$ cat src/rtl/ifacc_pkg.sv
// Shared types and sizing for the IfEnt result accumulator.
// The batch record is sized from the package constants, so a different WIDTH/COUNT is set here.
package ifacc_pkg;

    function automatic int sumWidth(input int w, input int c);
        return w + $clog2(c);
    endfunction

    function automatic int cntWidth(input int c);
        return $clog2(c + 1);
    endfunction

    localparam int IFACC_WIDTH = 8;
    localparam int IFACC_COUNT = 4;
    localparam int IFACC_SW    = sumWidth(IFACC_WIDTH, IFACC_COUNT);
    localparam int IFACC_CW    = cntWidth(IFACC_COUNT);

    localparam logic [IFACC_WIDTH-1:0] MIN_INIT = '1;

    typedef enum logic [0:0] {
        ACCUM = 1'b0,
        HOLD  = 1'b1
    } state_t;

    typedef struct packed {
        logic [IFACC_SW-1:0]    sum;
        logic [IFACC_WIDTH-1:0] min;
        logic [IFACC_WIDTH-1:0] max;
        logic [IFACC_CW-1:0]    count;
    } batch_t;

    localparam batch_t BATCH_CLEAR = '{sum: '0, min: MIN_INIT, max: '0, count: '0};

endpackage

$ cat src/rtl/if_stat_update.sv
// Folds one unsigned sample into a running batch record (sum, min, max, count).
module if_stat_update
    import ifacc_pkg::*;
(
    input  batch_t                 i_cur,
    input  logic [IFACC_WIDTH-1:0] i_sample,
    output batch_t                 o_next
);

    always_comb begin
        o_next       = i_cur;
        o_next.sum   = i_cur.sum + IFACC_SW'(i_sample);
        o_next.min   = (i_sample < i_cur.min) ? i_sample : i_cur.min;
        o_next.max   = (i_sample > i_cur.max) ? i_sample : i_cur.max;
        o_next.count = i_cur.count + IFACC_CW'(1);
    end

endmodule

$ cat src/rtl/if_result_accum.sv
// Collects IfEnt result samples into batches and presents sum/min/max/count
// over a valid/ready handshake; FLUSH forces out a partial batch.
module if_result_accum
    import ifacc_pkg::*;
#(
    parameter int WIDTH = IFACC_WIDTH,
    parameter int COUNT = IFACC_COUNT,
    parameter int CW    = $clog2(COUNT + 1),
    parameter int SW    = WIDTH + $clog2(COUNT)
) (
    input  logic             CLK,
    input  logic             RST_N,
    input  logic [WIDTH-1:0] IN_DATA,
    input  logic             IN_VALID,
    output logic             IN_READY,
    input  logic             FLUSH,
    output logic [SW-1:0]    OUT_SUM,
    output logic [WIDTH-1:0] OUT_MIN,
    output logic [WIDTH-1:0] OUT_MAX,
    output logic [CW-1:0]    OUT_COUNT,
    output logic             OUT_VALID,
    input  logic             OUT_READY
);

    localparam logic [CW-1:0] FULL_CNT = CW'(COUNT);

    state_t r_state;
    batch_t r_acc;
    batch_t r_out;

    batch_t w_next;
    batch_t w_upd;
    logic   w_accept;
    logic   w_full;
    logic   w_flush;
    logic   w_emit;

    if_stat_update u_stat (
        .i_cur    (r_acc),
        .i_sample (IN_DATA),
        .o_next   (w_next)
    );

    assign IN_READY = (r_state == ACCUM);
    assign w_accept = IN_VALID && IN_READY;
    assign w_upd    = w_accept ? w_next : r_acc;
    assign w_full   = w_accept && (w_next.count == FULL_CNT);
    // A flush only emits when the batch, including a same-cycle sample, is non-empty.
    assign w_flush  = FLUSH && (w_upd.count != '0);
    assign w_emit   = w_full || w_flush;

    always_ff @(posedge CLK) begin
        if (!RST_N) begin
            r_state <= ACCUM;
            r_acc   <= BATCH_CLEAR;
            r_out   <= '0;
        end else begin
            case (r_state)
                ACCUM: begin
                    r_acc <= w_upd;
                    if (w_emit) begin
                        r_out   <= w_upd;
                        r_state <= HOLD;
                    end
                end
                HOLD: begin
                    if (OUT_READY) begin
                        r_acc   <= BATCH_CLEAR;
                        r_state <= ACCUM;
                    end
                end
                default: r_state <= ACCUM;
            endcase
        end
    end

    assign OUT_VALID = (r_state == HOLD);
    assign OUT_SUM   = r_out.sum;
    assign OUT_MIN   = r_out.min;
    assign OUT_MAX   = r_out.max;
    assign OUT_COUNT = r_out.count;

endmodule

$ cat config.mk
export PLATFORM = sky130hd
export DESIGN_NAME = if_result_accum
export DESIGN_NICKNAME = d
export VERILOG_FILES = /design/src/rtl/ifacc_pkg.sv /design/src/rtl/if_stat_update.sv /design/src/rtl/if_result_accum.sv
export SDC_FILE = /design/constraint.sdc
export NUM_CORES = 1
export LEC_CHECK = 0
export BUFFER_PORTS_ARGS = -buffer_cell sky130_fd_sc_hd__clkbuf_2
export CAP_MARGIN = 20
export CORE_UTILIZATION = 60
export DETAILED_ROUTE_END_ITERATION = 10
export GPL_ROUTABILITY_DRIVEN = 0
export HOLD_SLACK_MARGIN = 0.02
export PLACE_DENSITY = 0.84
export SETUP_SLACK_MARGIN = 0.1
export SYNTH_ARGS = -nofsm -noshare
export SYNTH_HDL_FRONTEND = slang
export SYNTH_SLANG_ARGS = --single-unit
$ cat constraint.sdc
create_clock -name CLK -period 6.5 [get_ports CLK]
set_input_delay 0.975 -clock CLK [delete_from_list [all_inputs] [get_ports CLK]]
set_output_delay 0.975 -clock CLK [all_outputs]
set_load 0.02 [all_outputs]
# ---- Word level (Yosys, flattened, before mapping)
# Index checks and enable logic that the tools add are counted.
# Widths: inputs -> output; s select.
dict set report word_totals {
  register_bits 59
  input_bits 13
}
dict set report op_classes {
  n_addsub 2
  magnitude_cmp 2
  n_eq_ne 2
  muxes 8
  n_bitwise 1
  reduce_logical 6
}
# op count
set ops {}
lappend ops {{$mux 29} 2}
lappend ops {{$pmux 29 s2} 1}
lappend ops {{$mux 8} 2}
lappend ops {{$add 10x8->10} 1}
lappend ops {{$gt 8x8->1} 1}
lappend ops {{$lt 8x8->1} 1}
lappend ops {{$add 3x1->3 const B} 1}
lappend ops {{$eq 3x3->1 const B} 1}
lappend ops {{$logic_and 1x1->1} 3}
lappend ops {{$reduce_bool 3->1} 1}
lappend ops {{$mux 1} 2}
lappend ops {{$ne 2x2->1 const B} 1}
lappend ops {{$pmux 1 s2} 1}
lappend ops {{$reduce_and 2->1} 1}
lappend ops {{$logic_or 1x1->1} 1}
lappend ops {{$not 1->1} 1}

# ---- Depth between registers and ports, before layout
# Gate-level depths: netlist (run 1).
dict set report logic_depth {
  word_depth 8
  depth_mapped 10
}

# ---- By module
# Synthesis (run 1) repeated with hierarchy kept, for this count alone.
dict set report hier_totals {
  hier_cells 361
  area_unflattened_um2 3383.2
}
# mod n_inst cells_each area_per_inst_um2 seq_area_each_um2
set by_module_without_submodules {}
lappend by_module_without_submodules {if_result_accum 1 242 2448.6 1181.1}
lappend by_module_without_submodules {if_stat_update 1 119 934.6 0.0}

# ---- Worst setup path before layout (run 1)
# Ideal clock, no wire load.
dict set report synth_timing {
  path_type {input to register}
  start {in IN_DATA[0]}
  end {reg r_out (netlist bit OUT_SUM[6])}
  setup_time_ns 0.116
  arrival_time_ns 2.590
  required_ns 6.384
  slack_ns 3.794
  stages 8
  path_buffers 0
  cell_sequence {ha_1 > fa_1 > a211oi_1 > o21bai_1 > a21oi_1 > xor2_1 > o211ai_1 > o211a_1}
}
dict set report synth_via {
  elab_chain_cells 2
}
# item line_no
set synth_rtl {}
lappend synth_rtl {{start: declaration} if_result_accum.sv:13} ;# input logic [WIDTH-1:0] IN_DATA,
lappend synth_rtl {{$add 10x8->10} if_stat_update.sv:12} ;# o_next.sum = i_cur.sum + IFACC_SW'(i_sample);
lappend synth_rtl {{$mux 29} if_result_accum.sv:46} ;# assign w_upd = w_accept ? w_next : r_acc;
lappend synth_rtl {{end signal: assignment} if_result_accum.sv:62} ;# r_out <= w_upd;
lappend synth_rtl {{end: declaration} if_result_accum.sv:29} ;# batch_t r_out;
# No other way between the ends.
# A chain may end at the register's enable or synchronous reset.

# ---- Worst setup path after layout (run 1)
dict set report layout_timing {
  start {in IN_DATA[1]}
  end {reg r_out (netlist bit OUT_MIN[6])}
}
dict set report layout_via {
  elab_chain_cells 3
}
# item line_no
set layout_rtl {}
lappend layout_rtl {{$lt 8x8->1} if_stat_update.sv:13} ;# o_next.min = (i_sample < i_cur.min) ? i_sample : i_cur.min;
lappend layout_rtl {{$mux 8} if_stat_update.sv:13}
lappend layout_rtl {{$mux 29} if_result_accum.sv:46}
# No other way between the ends.

==> qor.csv, run 1 <==
stage;metric;value;unit
run_status;status;completed;
worst_setup_path;RR Endpoint;OUT_SUM[0];
clock_tree;Clock Root Buffer;clkbuf_8;
clock_tree;Clock transition at path regs;60;ps
placement;Port Buf Inserts;43;
finish;post-layout util;0.698;
clock_tree;Post CTS Setup Buffer Count;0;
clock_tree;hold buffers post-CTS;0;
worst_setup_path;Worst Path Max Fanout;13;
placement;dpl hpwl;4.81;mm
power_and_ir_drop;Lkg Pwr;0.00158;µW
power_and_ir_drop;pwr dens;277;nW/µm²
clock_tree;clock sink count;59;
floorplanning;# rows;26;
worst_setup_path;crit-path max cell delay;750;ps
worst_setup_path;CP Capture Type;flip-flop;
sta;Least-Margin Pin Slew;1020;ps
sta;fmax;0.330;GHz
route;aggregate routed wire length;7.03;mm
worst_setup_path;Crit path max-delay family;compound AO/OA/AOI/OAI gates;
power_and_ir_drop;maximum vdd drop;0.179;mV
hold_path;hold depth;2;
sta;final hold viol count;0;
sta;RSZ-0062 raised after global routing;false;
sta;Fin Hold WS;474;ps
yosys;register area share after synthesis;0.370;
clock_tree;PostCTS Resize Cnt;0;
worst_setup_path;Worst R2R Start;OUT_VALID;
route;met3 WL;324;µm
route;first-pass detailed-route iteration total;4;
finish;Nets;441;
global_route;initial antenna violation count;0;
clock_tree;clock buffer depth;2;
route;Starting DRT DRC Count;199;
yosys;Gate Count Post-Synth;367;
yosys;Post-synth EDFFs;0;
yosys;Synth top area share;0.370;
worst_setup_path;worst path buffer plus inverter count;2;
yosys;most frequent cell after synthesis;dfxtp_1;
hold_path;hold endpoint;r_acc[3];
finish;n_diodes;0;
yosys;Async SR Flop Fraction;0;
worst_setup_path;Worst Setup Start Kind;input pin;
clock_tree;CTS tree;yes;
sta;Slew Limit Fails;0;
floorplanning;die area;5620;µm²
floorplanning;Initial Util;0.626;
floorplanning;Core ar.;5110;µm²
worst_setup_path;Worst Path Arrival;3200;ps
global_route;first-pass GRT wire length;11.3;mm
clock_tree;clk_lat worst skew;340;ps
route;DR top layer;met4;
route;# DRC;0;
route;Final ANT Viol Nets;0;
sta;setup ws final;3470;ps
hold_path;Hold Crit Class;reg2reg;
route;WL/cell;14.8;µm
job;max-cap violations;0;
floorplanning;die width;75.0;µm
floorplanning;I/O pin total;44;
yosys;Post-synth top cells;dfxtp_1 (59), a21oi_1 (35), nand2_1 (35);
sta;TNS Setup;0;ps
worst_setup_path;Reg2Reg Depth;6;
finish;Area Growth Syn to Fin;11.6;%
worst_setup_path;CP max-delay cell;o21ai_1;
yosys;Yosys reg bits;59;
route;metal2 WL;3.37;mm
yosys;Mapped Area;3200;µm²
clock_tree;number of buffers created by CTS;9;
route;vias per cell;5.78;
worst_setup_path;Setup Crit Path Kind;in2reg;
worst_setup_path;Crit path required time;6670;ps
hold_path;Hold Path Origin;r_acc[3];
worst_setup_path;number of cells on the critical path;9;
sta;final setup vio count;0;
yosys;synth warn;0;
global_route;grt ovf;0;
finish;fraction of layout cells with a size suffix above 1;0.177;
clock_tree;htree depth;3;
global_route;GRT Resource Usage Total;0.273;
route;met1 WL;3.23;mm
route;total number of vias;2752;
yosys;Synth area leaders;dfxtp_1 (37%), ha_1 (9.8%), mux2i_1 (6.3%);
global_route;largest net degree at the start of global routing;56;
yosys;Netlist cell types;49;
yosys;Mean Syn Cell Area;8.71;µm²
sta;post-layout minimum cycle time;3030;ps
yosys;Yosys top cell by area;dfxtp_1;
sta;slew margin rel.;0.323;
sta;clk_skew;8.86;ps
worst_setup_path;Crit. Startpoint;IN_DATA[1];
global_route;vias in the first global route;2475;
yosys;predominant post-synthesis flop cell;dfxtp_1;
placement;pre-CTS WS;3160;ps
worst_setup_path;cells along the critical path;clkbuf_2 -> ha_1 -> nand2_1 -> o21ai_0 -> a41oi_1 -> o21ai_1 -> buf_4 -> mux2i_1 -> a21oi_1;
yosys;syn nets;406;
sta;Period Utilization, post-route;0.466;
floorplanning;die height;75.0;µm
worst_setup_path;register-to-register setup slack;3830;ps
[routing by layer]
| layer | vias up | GRT usage |
|---|---|---|
| li1 | 1388 | - |
| met1 | 1285 | 0.339 |
| met2 | 71 | 0.461 |
| met3 | 8 | 0.0442 |
| met4 | 0 | 0.130 |
| met5 | - | 0 |
[layout by cell type, fill, tap and decap left out, types with 2 or more instances in the layout]
master	count
and2_1	2
a311oi_2	4
a211oi_1	9
xnor2_1	7
nand3b_1	4
nor2b_1	2
nor2_1	26
and3_1	7
clkinv_2	2
o21ai_1	11
nand3_1	10
nand2_1	35
o21bai_1	2
a21oi_1	35
a31oi_1	2
a211oi_2	2
clkbuf_8	12
o21ai_0	28
a21o_1	2
dfxtp_1	59
ha_1	25
o211ai_1	3
nor3_1	2
nand4_1	2
o31ai_1	8
clkbuf_2	43
o221ai_1	2
inv_1	19
mux2i_1	20
[worst reg2reg max path: cells and delay by family (launching register included)]
family	cells	cell delay (ps)
AO/OA/AOI/OAI	2	1050
flip-flops	1	430
AND/OR/NAND/NOR	4	1090
[per-stage QoR]
stage,cells,power [µW],cell area (µm²)
after floorplan,367,628,3200
after global placement,461,681,3390
after detailed placement,461,688,3390
after CTS,476,995,3570
after global routing,476,1040,3570
final,476,989,3570
[flip-flops by register name, indices dropped and copies added (netlist names)]
signal     count
OUT_COUNT      3
OUT_MIN        8
r_acc         29
OUT_VALID      1
OUT_MAX        8
OUT_SUM       10
[power breakdown]
| part | leakage (µW) | total, µW | switching, µW | internal, µW |
|---|---|---|---|---|
| combinational | 0.000999 | 259 | 163 | 95.8 |
| clock | 0.0000953 | 305 | 139 | 166 |
| sequential | 0.000485 | 424 | 24.4 | 400 |
| total | 0.00158 | 989 | 327 | 662 |
[cells by family after synthesis]
family / Yosys count / synth area share
fa+ha+maj: 26 / 0.104
compound gates: 117 / 0.235
mux: 21 / 0.0662
simple gates: 96 / 0.141
buf+inv: 40 / 0.0623
flops: 59 / 0.370
xor+xnor: 8 / 0.0219
[cell type report]
| cell class | instances | area [µm²] |
|---|---|---|
| Tap cell | 70 | 87.6 |
| Clock buffer | 13 | 169 |
| Inverter | 20 | 80.1 |
| Sequential cell | 59 | 1180 |
| Multi-Input combinational cell | 268 | 1820 |
| Timing Repair Buffer | 44 | 223 |
| Clock inverter | 2 | 10.0 |
| Fill cell | 420 | 1540 |
[worst max-delay path by stage]
| stage | end | slack (ps) |
|---|---|---|
| 2_1_floorplan | OUT_SUM[6] | 3790 |
| 3_3_place_gp | OUT_SUM[1] | 3190 |
| 3_5_place_dp | OUT_MIN[4] | 3160 |
| 4_1_cts | OUT_MIN[4] | 3490 |
| 5_1_grt | OUT_MIN[6] | 3170 |
| 6_report | OUT_MIN[6] | 3470 |
Note: power is estimated with default switching activity, not from simulation.
==> run 2, diff against run 1 <==
Settings changed: ABC_AREA set to 1, CORE_UTILIZATION 60 to 59, PLACE_DENSITY 0.84 to 0.82.
Clock period 6.5 ns to 2.8 ns, I/O delays scaled along.
==> qor.csv, run 2 <==
stage;metric;value;unit;change
sta;final hold viol count;0;;unchanged
worst_setup_path;Crit path required time;3040;ps;was 6670 ps
hold_path;Hold Crit Class;reg2reg;;unchanged
worst_setup_path;RR Endpoint;OUT_MAX[7];;was OUT_SUM[0]
route;vias per cell;5.30;;was 5.78
yosys;predominant post-synthesis flop cell;dfxtp_1;;unchanged
hold_path;hold endpoint;r_acc[9];;was r_acc[3]
power_and_ir_drop;maximum vdd drop;0.419;mV;was 0.179 mV
yosys;Async SR Flop Fraction;0;;unchanged
worst_setup_path;register-to-register setup slack;600;ps;was 3830 ps
global_route;first-pass GRT wire length;14.9;mm;was 11.3 mm
worst_setup_path;Worst Path Arrival;2430;ps;was 3200 ps
sta;post-layout minimum cycle time;2200;ps;
job;max-cap violations;0;;unchanged
sta;fmax;0.455;GHz;
yosys;synth warn;0;;unchanged
clock_tree;CTS tree;yes;;unchanged
global_route;largest net degree at the start of global routing;45;;was 56
route;Starting DRT DRC Count;183;;was 199
yosys;Mean Syn Cell Area;6.25;µm²;was 8.71 µm²
hold_path;hold depth;2;;unchanged
finish;most common cell after layout, fill and taps aside;nand2_1;;was dfxtp_1
global_route;grt ovf;0;;unchanged
sta;Fin Hold WS;489;ps;was 474 ps
route;first-pass detailed-route iteration total;4;;unchanged
global_route;vias in the first global route;3381;;was 2475
worst_setup_path;Setup Crit Path Kind;reg2reg;;was in2reg
sta;RSZ-0062 raised after global routing;false;;unchanged
worst_setup_path;CP Capture Type;flip-flop;;unchanged
hold_path;Hold Path Origin;r_acc[9];;was r_acc[3]
floorplanning;I/O pin total;44;;unchanged
power_and_ir_drop;Lkg Pwr;0.00228;µW;was 0.00158 µW
sta;Least-Margin Pin Slew;763;ps;was 1020 ps
route;WL/cell;12.7;µm;was 14.8 µm
yosys;Post-synth EDFFs;0;;unchanged
yosys;register area share after synthesis;0.320;;was 0.370
sta;slew margin rel.;0.491;;was 0.323
finish;Area Growth Syn to Fin;11.4;%;was 11.6%
floorplanning;# rows;28;;was 26
global_route;initial antenna violation count;0;;unchanged
floorplanning;die width;81.1;µm;was 75.0 µm
yosys;Mapped Area;3690;µm²;was 3200 µm²
yosys;Yosys reg bits;59;;unchanged
route;total number of vias;3749;;was 2752
clock_tree;clock buffer depth;2;;unchanged
yosys;Synth top area share;0.320;;was 0.370
global_route;GRT Resource Usage Total;0.297;;was 0.273
route;# DRC;0;;unchanged
sta;TNS Setup;0;ps;unchanged
placement;placed cell count;691;;was 461
finish;most flop-heavy register;r_acc;;unchanged
worst_setup_path;Reg2Reg Depth;13;;was 6
route;aggregate routed wire length;9.00;mm;was 7.03 mm
yosys;most frequent cell after synthesis;nand2_1;;was dfxtp_1
run_status;status;completed;;unchanged
worst_setup_path;CP dominant cell by count;nand2_1;;
worst_setup_path;CP max-delay cell;dfxtp_1;;was o21ai_1
yosys;Synth area leaders;dfxtp_1 (32%), nand2_1 (22%), ha_1 (8.5%);;was dfxtp_1 (37%), ha_1 (9.8%), mux2i_1 (6.3%)
floorplanning;Core ar.;5990;µm²;was 5110 µm²
sta;Slew Limit Fails;0;;unchanged
clock_tree;htree depth;3;;unchanged
yosys;Yosys top cell by area;dfxtp_1;;unchanged
worst_setup_path;Worst R2R Start;OUT_VALID;;unchanged
yosys;Netlist cell types;29;;was 49
floorplanning;die height;81.1;µm;was 75.0 µm
floorplanning;die area;6580;µm²;was 5620 µm²
clock_tree;Clock transition at path regs;70;ps;was 60 ps
finish;Nets;666;;was 441
yosys;syn nets;630;;was 406
placement;Port Buf Inserts;43;;unchanged
finish;flip-flop count of the largest register after layout;29;;unchanged
finish;Cell Count, Final, Fillers Out;707;;was 476
yosys;Gate Count Post-Synth;591;;was 367
worst_setup_path;Worst Path Max Fanout;43;;was 13
worst_setup_path;Worst Setup Start Kind;flip-flop;;was input pin
clock_tree;Clock Root Buffer;clkbuf_8;;unchanged
worst_setup_path;cells along the critical path;inv_2 -> nand2_4 -> inv_2 -> nand2_1 -> nand2_1 -> nor2_1 -> nand2_1 -> nand2_1 -> nand2_4 -> nand2_4 -> nand2_1 -> nand2_1 -> nor2_1;;was clkbuf_2 -> ha_1 -> nand2_1 -> o21ai_0 -> a41oi_1 -> o21ai_1 -> buf_4 -> mux2i_1 -> a21oi_1
sta;Period Utilization, post-route;0.784;;
finish;fraction of layout cells with a size suffix above 1;0.123;;was 0.177
clock_tree;Post CTS Setup Buffer Count;0;;unchanged
yosys;Post-synth top cells;nand2_1 (215), inv_1 (71), nor2_1 (62);;was dfxtp_1 (59), a21oi_1 (35), nand2_1 (35)
finish;n_diodes;0;;unchanged
power_and_ir_drop;pwr dens;734;nW/µm²;was 277 nW/µm²
sta;clk_skew;8.28;ps;was 8.86 ps
clock_tree;hold buffers post-CTS;0;;unchanged
sta;final setup vio count;0;;unchanged
floorplanning;Initial Util;0.617;;was 0.626
clock_tree;clock sink count;59;;unchanged
clock_tree;PostCTS Resize Cnt;0;;unchanged
placement;dpl hpwl;6.28;mm;was 4.81 mm
route;Final ANT Viol Nets;0;;unchanged
finish;most frequent cells in the layout;nand2_1 (215), inv_1 (71), nor2_1 (62);;was dfxtp_1 (59), clkbuf_2 (43), nand2_1 (35), a21oi_1 (35), o21ai_0 (28)
clock_tree;number of buffers created by CTS;9;;unchanged
clock_tree;clk_lat worst skew;340;ps;about the same
worst_setup_path;crit-path max cell delay;470;ps;was 750 ps
-- run 2: cell types whose count changed in the layout (fill, tap and decap cells not counted), moves of 4 or more --
cell	before	now
xnor2_1	7	0
a311oi_2	4	0
nor2_1	26	62
a211oi_1	9	0
or2_2	0	5
o21ai_1	11	0
inv_1	19	71
o31ai_1	8	0
and3_1	7	0
o21ai_0	28	6
buf_4	1	5
nand3_1	10	61
nand2_1	35	215
mux2i_1	20	0
-- run 2: logic make-up (layout without fill, tap and decap cells) --
group,Yosys count,after routing,share of synthesized area
buffers and inverters,96,137,0.109
DFF,59,59,0.320
adders and majority gates,26,26,0.0901
and+or+nand+nor,356,356,0.400
AOI/OAI and AO/OA,52,52,0.0766
xor gates and xnor gates,2,2,0.00474
-- run 2: where the power goes --
group / internal, µW / switching, µW
clock: 435 / 364
sequential: 988 / 94.9
combinational: 384 / 754
total: 1810 / 1210
-- run 2: per-stage QoR --
step,setup slack [ps],utilization,total power (µW),area (µm²)
5_1_grt,352,0.687,3250,4120
2_1_floorplan,995,-,1960,3690
4_1_cts,641,0.687,3030,4120
3_3_place_gp,549,0.653,2190,3910
6_report,604,0.687,3020,4120
3_5_place_dp,513,0.653,2230,3910
-- run 2: worst max path at each step --
| stage | startpoint | endpoint | slack [ps] |
|---|---|---|---|
| 5_1_grt | OUT_VALID | OUT_MAX[6] | 350 |
| 2_1_floorplan | IN_DATA[0] | r_acc[23] | 1000 |
| 4_1_cts | OUT_VALID | OUT_SUM[9] | 640 |
| 3_5_place_dp | IN_DATA[7] | OUT_MIN[6] | 510 |
| 6_report | OUT_VALID | OUT_MAX[7] | 600 |
| 3_3_place_gp | IN_DATA[5] | OUT_MIN[6] | 550 |
-- run 2: worst max-delay path, delay by kind of cell (launching register included) --
family                 cells  cell delay, ps
buffers and inverters      2             270
AND/OR/NAND/NOR           11            1330
flip-flops                 1             470
-- run 2: cell type report --
type / count / area, µm²
clock buffer: 10 / 138
clock inverter: 6 / 65.1
fill: 564 / 1880
inverter: 73 / 274
multi-input combinational: 436 / 2110
sequential: 59 / 1180
tap: 75 / 93.8
timing repair buffer: 48 / 253
-- run 2: per-layer routing --
layer,global-route usage,up-vias,part of all wire
li1,-,1915,-
met2,0.503,110,0.48
met4,0.134,0,0.021
met3,0.0584,17,0.054
met5,0,-,0
met1,0.362,1707,0.44
